**src/rtl/mux_scan_ctrl_if.sv**
```systemverilog
// Port bundle for the 4:1 mux select sequencer: scan request, mask, mux feedback and results.
// Handshake: start is a level request, taken on any edge where the controller is in IDLE or FIN;
// done is a one-cycle completion pulse with sample valid in that cycle and held afterwards.
interface mux_scan_ctrl_if;
  logic       start;
  logic       cont;
  logic [3:0] ch_en;
  logic       y;
  logic       s1;
  logic       s0;
  logic       busy;
  logic       done;
  logic [3:0] sample;
  logic [1:0] dbg_state;

  modport master (
    output start, cont, ch_en, y,
    input  s1, s0, busy, done, sample, dbg_state
  );

  modport slave (
    input  start, cont, ch_en, y,
    output s1, s0, busy, done, sample, dbg_state
  );
endinterface

```
**src/rtl/mux_scan_ctrl.sv**
```systemverilog
// Select-line sequencer for a 4:1 mux: walks the enabled channels in ascending order,
// waits SETTLE cycles after each select change, then captures y into the result word.
module mux_scan_ctrl #(
  parameter int unsigned SETTLE = 1
) (
  input  logic           clk,
  input  logic           rst,
  mux_scan_ctrl_if.slave bus
);

  localparam logic [3:0] SETTLE_C = 4'(SETTLE);

  typedef enum logic [1:0] {
    IDLE = 2'd0,
    WAIT = 2'd1,
    FIN  = 2'd2
  } state_t;

  state_t     state_q, state_d;
  logic [3:0] en_q, en_d;
  logic [1:0] sel_q, sel_d;
  logic [3:0] cnt_q, cnt_d;
  logic [3:0] shadow_q, shadow_d;
  logic [3:0] sample_q, sample_d;

  logic       accept;
  logic [3:0] captured;
  logic [3:0] higher;

  function automatic logic [1:0] lowest_bit(input logic [3:0] m);
    if (m[0])      return 2'd0;
    else if (m[1]) return 2'd1;
    else if (m[2]) return 2'd2;
    else           return 2'd3;
  endfunction

  // Channels strictly above the given index.
  function automatic logic [3:0] above_mask(input logic [1:0] i);
    case (i)
      2'd0:    return 4'b1110;
      2'd1:    return 4'b1100;
      2'd2:    return 4'b1000;
      default: return 4'b0000;
    endcase
  endfunction

  always_ff @(posedge clk) begin
    if (rst) begin
      state_q  <= IDLE;
      en_q     <= 4'd0;
      sel_q    <= 2'd0;
      cnt_q    <= 4'd0;
      shadow_q <= 4'd0;
      sample_q <= 4'd0;
    end else begin
      state_q  <= state_d;
      en_q     <= en_d;
      sel_q    <= sel_d;
      cnt_q    <= cnt_d;
      shadow_q <= shadow_d;
      sample_q <= sample_d;
    end
  end

  always_comb begin
    state_d  = state_q;
    en_d     = en_q;
    sel_d    = sel_q;
    cnt_d    = cnt_q;
    shadow_d = shadow_q;
    sample_d = sample_q;

    captured         = shadow_q;
    captured[sel_q]  = bus.y;
    higher           = en_q & above_mask(sel_q);
    accept           = ((state_q == IDLE) && bus.start) ||
                       ((state_q == FIN) && (bus.start || bus.cont));

    if (accept) begin
      en_d     = bus.ch_en;
      shadow_d = 4'd0;
      if (bus.ch_en == 4'd0) begin
        // Nothing to scan: report an all-zero result straight away, select untouched.
        sample_d = 4'd0;
        state_d  = FIN;
      end else begin
        sel_d   = lowest_bit(bus.ch_en);
        cnt_d   = SETTLE_C;
        state_d = WAIT;
      end
    end else begin
      case (state_q)
        WAIT: begin
          if (cnt_q != 4'd0) begin
            cnt_d = cnt_q - 4'd1;
          end else if (higher != 4'd0) begin
            shadow_d = captured;
            sel_d    = lowest_bit(higher);
            cnt_d    = SETTLE_C;
          end else begin
            sample_d = captured;
            state_d  = FIN;
          end
        end
        FIN:     state_d = IDLE;
        default: state_d = state_q;
      endcase
    end
  end

  assign bus.s1        = sel_q[1];
  assign bus.s0        = sel_q[0];
  assign bus.busy      = (state_q == WAIT);
  assign bus.done      = (state_q == FIN);
  assign bus.sample    = sample_q;
  assign bus.dbg_state = state_q;

endmodule

```
**src/flat_wrapper.sv**
```systemverilog
// flat-port wrapper written by rule: the top's interface ports become plain ports
module mux_scan_ctrl_flat 
#(
  parameter int unsigned SETTLE = 1
)
  (clk, rst, bus_start, bus_cont, bus_ch_en, bus_y, bus_s1, bus_s0, bus_busy, bus_done, bus_sample, bus_dbg_state);
  mux_scan_ctrl_if bus_i ();
  input  logic clk;
  input  logic rst;
  input wire logic [$bits(bus_i.start)-1:0] bus_start;
  input wire logic [$bits(bus_i.cont)-1:0] bus_cont;
  input wire logic [$bits(bus_i.ch_en)-1:0] bus_ch_en;
  input wire logic [$bits(bus_i.y)-1:0] bus_y;
  output wire logic [$bits(bus_i.s1)-1:0] bus_s1;
  output wire logic [$bits(bus_i.s0)-1:0] bus_s0;
  output wire logic [$bits(bus_i.busy)-1:0] bus_busy;
  output wire logic [$bits(bus_i.done)-1:0] bus_done;
  output wire logic [$bits(bus_i.sample)-1:0] bus_sample;
  output wire logic [$bits(bus_i.dbg_state)-1:0] bus_dbg_state;
  assign bus_i.start = bus_start;
  assign bus_i.cont = bus_cont;
  assign bus_i.ch_en = bus_ch_en;
  assign bus_i.y = bus_y;
  assign bus_s1 = bus_i.s1;
  assign bus_s0 = bus_i.s0;
  assign bus_busy = bus_i.busy;
  assign bus_done = bus_i.done;
  assign bus_sample = bus_i.sample;
  assign bus_dbg_state = bus_i.dbg_state;
  mux_scan_ctrl #(.SETTLE(SETTLE)) u_core (.clk(clk), .rst(rst), .bus(bus_i));
endmodule
```
**config.mk**
```make
export PLATFORM = sky130hd
export DESIGN_NAME = mux_scan_ctrl_flat
export DESIGN_NICKNAME = d
export VERILOG_FILES = /design/src/rtl/mux_scan_ctrl_if.sv /design/src/rtl/mux_scan_ctrl.sv /design/src/flat_wrapper.sv
export SDC_FILE = /design/constraint.sdc
export NUM_CORES = 1
export LEC_CHECK = 0
export ABC_AREA = 1
export BUFFER_PORTS_ARGS = -buffer_cell sky130_fd_sc_hd__buf_2
export CAP_MARGIN = 40
export CORE_UTILIZATION = 30
export DETAILED_ROUTE_END_ITERATION = 8
export HOLD_SLACK_MARGIN = 0.12
export PLACE_DENSITY_LB_ADDON = 0.3
export SYNTH_ARGS = -nofsm -noshare
export SYNTH_HDL_FRONTEND = slang
export SYNTH_SLANG_ARGS = --single-unit
```
**constraint.sdc**
```tcl
create_clock -name clk -period 2.5 [get_ports clk]
set_clock_uncertainty 0.15 [all_clocks]
set_input_delay 0.125 -clock clk [delete_from_list [all_inputs] [get_ports clk]]
set_output_delay 0.125 -clock clk [all_outputs]
set_load 0.1 [all_outputs]
```
==> metrics.cfg <==
[sta]
worstMarginPinSlew_ns=0.4876
tns_ns=0
finalCritPeriodShare_pct=63.72
whs_ns=0.1518
slew_viol_final=0
hold_viol=0
fmax_mhz=627.7
maxSlewHeadroom_pct=67.72
setup_ws_ns=0.9070
finalSetupViolCount=0
grt_setup_unrepaired=false
period_needed_ns=1.593

[worst_setup_path]
crit_path_cell_trace=inv_1 -> ha_1 -> nand2_1 -> nor2_1 -> nand4_1 -> nand2_1 -> nand3_1 -> a21oi_1
r2r-start=u_core.cnt_q[0]
ff2ff_path_depth=8
start_kind=register
cp_common_cell=nand2_1
path_max_fanout=5
path_depth=8
crit_required_ns=2.54
critical_path.max_stage_delay_ns=0.32
path_delay_family=simple AND/OR/NAND/NOR gates
critical_path_class=reg -> reg
r2r_slack_ns=0.91
cp_num_buf_inv=1
critPathArrivalTime_ns=1.63
r2r_end=u_core.cnt_q[3]
end_kind=register
slowest_stage=dfxtp_1

[floorplanning]
rows=21
die_area_mm2=0.003938
io_pins=19
core_area_mm2=0.003442
die_width_um=62.76
die_y_um=62.76
start_util_pct=32.17

[worst_hold_path]
hold_class=in -> reg
hold_start=bus_y
min_to=u_core.bus.sample[3]
hold_path_depth=5

[logic_synthesis]
synthTopCellsByCount=nand2_1, dfxtp_1, nor2_1, inv_1, nand3_1
synth_most_common_cell=nand2_1
syn_inst=156
async_flop_share_pct=0
syn_avg_cell_area_um2=7.098
synth_nets=167
syn-cell-area_mm2=0.001107
synthTopCellsByArea=dfxtp_1, nand2_1, nand3_1, nand2_2, nor2_1
synth-warning-count=0
synth_top_cell_by_area=dfxtp_1
netlist.area_leader.share_pct=34.35
synth_edf_count=0
synth_seq_cells=19
ys_types=25
yosysSeqAreaShare_pct=34.35
ys.flop_type=dfxtp_1

[outcome]
status=complete, no violations

[grt]
grt_max_degree=15
antenna_found_initial=0
gr-total-overflow=0
grt_pass1_vias=963
grt_first_pass_wirelength_um=4195
grt.total_usage_pct=13.39

[clock_network]
clk_transition_reported_paths_ns=0.08
cts_tree=built
post-cts-setup-buffer-count=0
numClockSinks=19
h-tree-depth=1
insertion_delay_ns=0.26
cts_root_buf=clkbuf_8
clock_path_buffers=2
cts_buffers=3

[drt]
dr_total_vias=1022
firstDrtPassIters=4
ant_nets=0
routed_wl_um=2463
via_per_inst=4.482
wl_per_cell_um=10.80
drt_iter0_drc=40
drc=0

[power_and_ir_drop]
p_leak_nw=0.6323
ir_drop_uv=1159
p_total_mw=1.934
power_density_mw_per_mm2=1437

[final_layout]
drive_gt1_share_pct=29.67
final_nets=194
instances_no_fill=228
area_delta_synth_final_pct=21.58
antennaDiodeCount=0

[place]
post-place-ws_ns=0.9312
place_hpwl_um=1878
routabilityCongestion=0.8545
port_buffers=18
placed_cells=218

[run]
maxCapViolCount=0

-- per-stage QoR --
stage | area (um^2) | utilization [%]
floorplan | 1109 | -
global placement | 1240 | 36.02
detailed placement | 1240 | 36.02
CTS | 1346 | 39.11
global route | 1346 | 39.11
finish | 1346 | 39.11
-- cell usage in the layout (no fill, tap or decap), drive strengths merged --
cell,n
nand4,3
clkbuf,3
dfxtp,19
clkinv,1
ha,2
nand3,16
o21ai,13
nor2,21
dlygate4sd3,6
nor3,1
a21oi,10
o211ai,1
buf,18
nand2,48
xor2,1
inv,19
-- power breakdown --
group | total [mW] | internal, mW | switching [mW] | leakage [nW]
registers | 0.467 | 0.392 | 0.0748 | 0.156
logic | 1.25 | 0.307 | 0.939 | 0.451
clock network | 0.221 | 0.111 | 0.110 | 0.0255
total | 1.93 | 0.810 | 1.12 | 0.632
-- area by class of cell --
type / count / area, um^2
multi-input combinational: 116 / 639.4
inverter: 19 / 71.32
clock buffer: 3 / 41.29
fill: 375 / 2096
tap: 46 / 57.56
clock inverter: 1 / 5.005
sequential: 19 / 381.6
timing repair buffer: 24 / 150.1
-- metal layers --
| metal | share of wire [%] | vias to the layer above | wire [um] | GRT usage [%] |
|---|---|---|---|---|
| met2 | 45 | 21 | 1113 | 23.23 |
| met5 | 0 | - | 0 | 0 |
| met1 | 51 | 446 | 1247 | 16.34 |
| met3 | 3.7 | 2 | 90 | 3.832 |
| li1 | - | 553 | - | - |
| met4 | 0.49 | 0 | 12 | 2.616 |
-- state kept, by name (all words and copies together) (netlist names) --
name,flops
u_core.bus.sample,4
u_core.cnt_q,4
u_core.shadow_q,4
u_core.en_q,3
u_core.bus.dbg_state,2
u_core.sel_q,2
-- worst max-delay path by stage --
| stage | start | endpoint |
|---|---|---|
| after floorplan | u_core.bus.dbg_state[1] | u_core.bus.sample[3] |
| after global placement | u_core.cnt_q[0] | u_core.cnt_q[1] |
| after detailed placement | u_core.cnt_q[0] | u_core.cnt_q[3] |
| after CTS | u_core.cnt_q[0] | u_core.cnt_q[3] |
| after global routing | u_core.cnt_q[0] | u_core.cnt_q[3] |
| final | u_core.cnt_q[0] | u_core.cnt_q[3] |
-- logic make-up (layout without fill, tap and decap cells) --
group                      Yosys count  in the layout  synth area share (%)
and+or+nand+nor                     89             89                 42.60
AOI/OAI and AO/OA                   24             24                 12.09
buffers and inverters               21             47                 7.909
adders and majority gates            2              2                 2.260
xor gates and xnor gates             1              1                0.7911
DFF                                 19             19                 34.35
-- worst min-delay path, delay by kind of cell --
kind | cells | cell delay (ns)
AOI/OAI and AO/OA | 2 | 0.15
buffers and inverters | 1 | 0.11
and+or+nand+nor | 2 | 0.13
-- timing repair --
item                      in CTS  in global routing
hold endpoints to repair      13                  0
resized for setup              0                  0
hold buffers                   6                  0
Power figures use the tool's default switching activity.
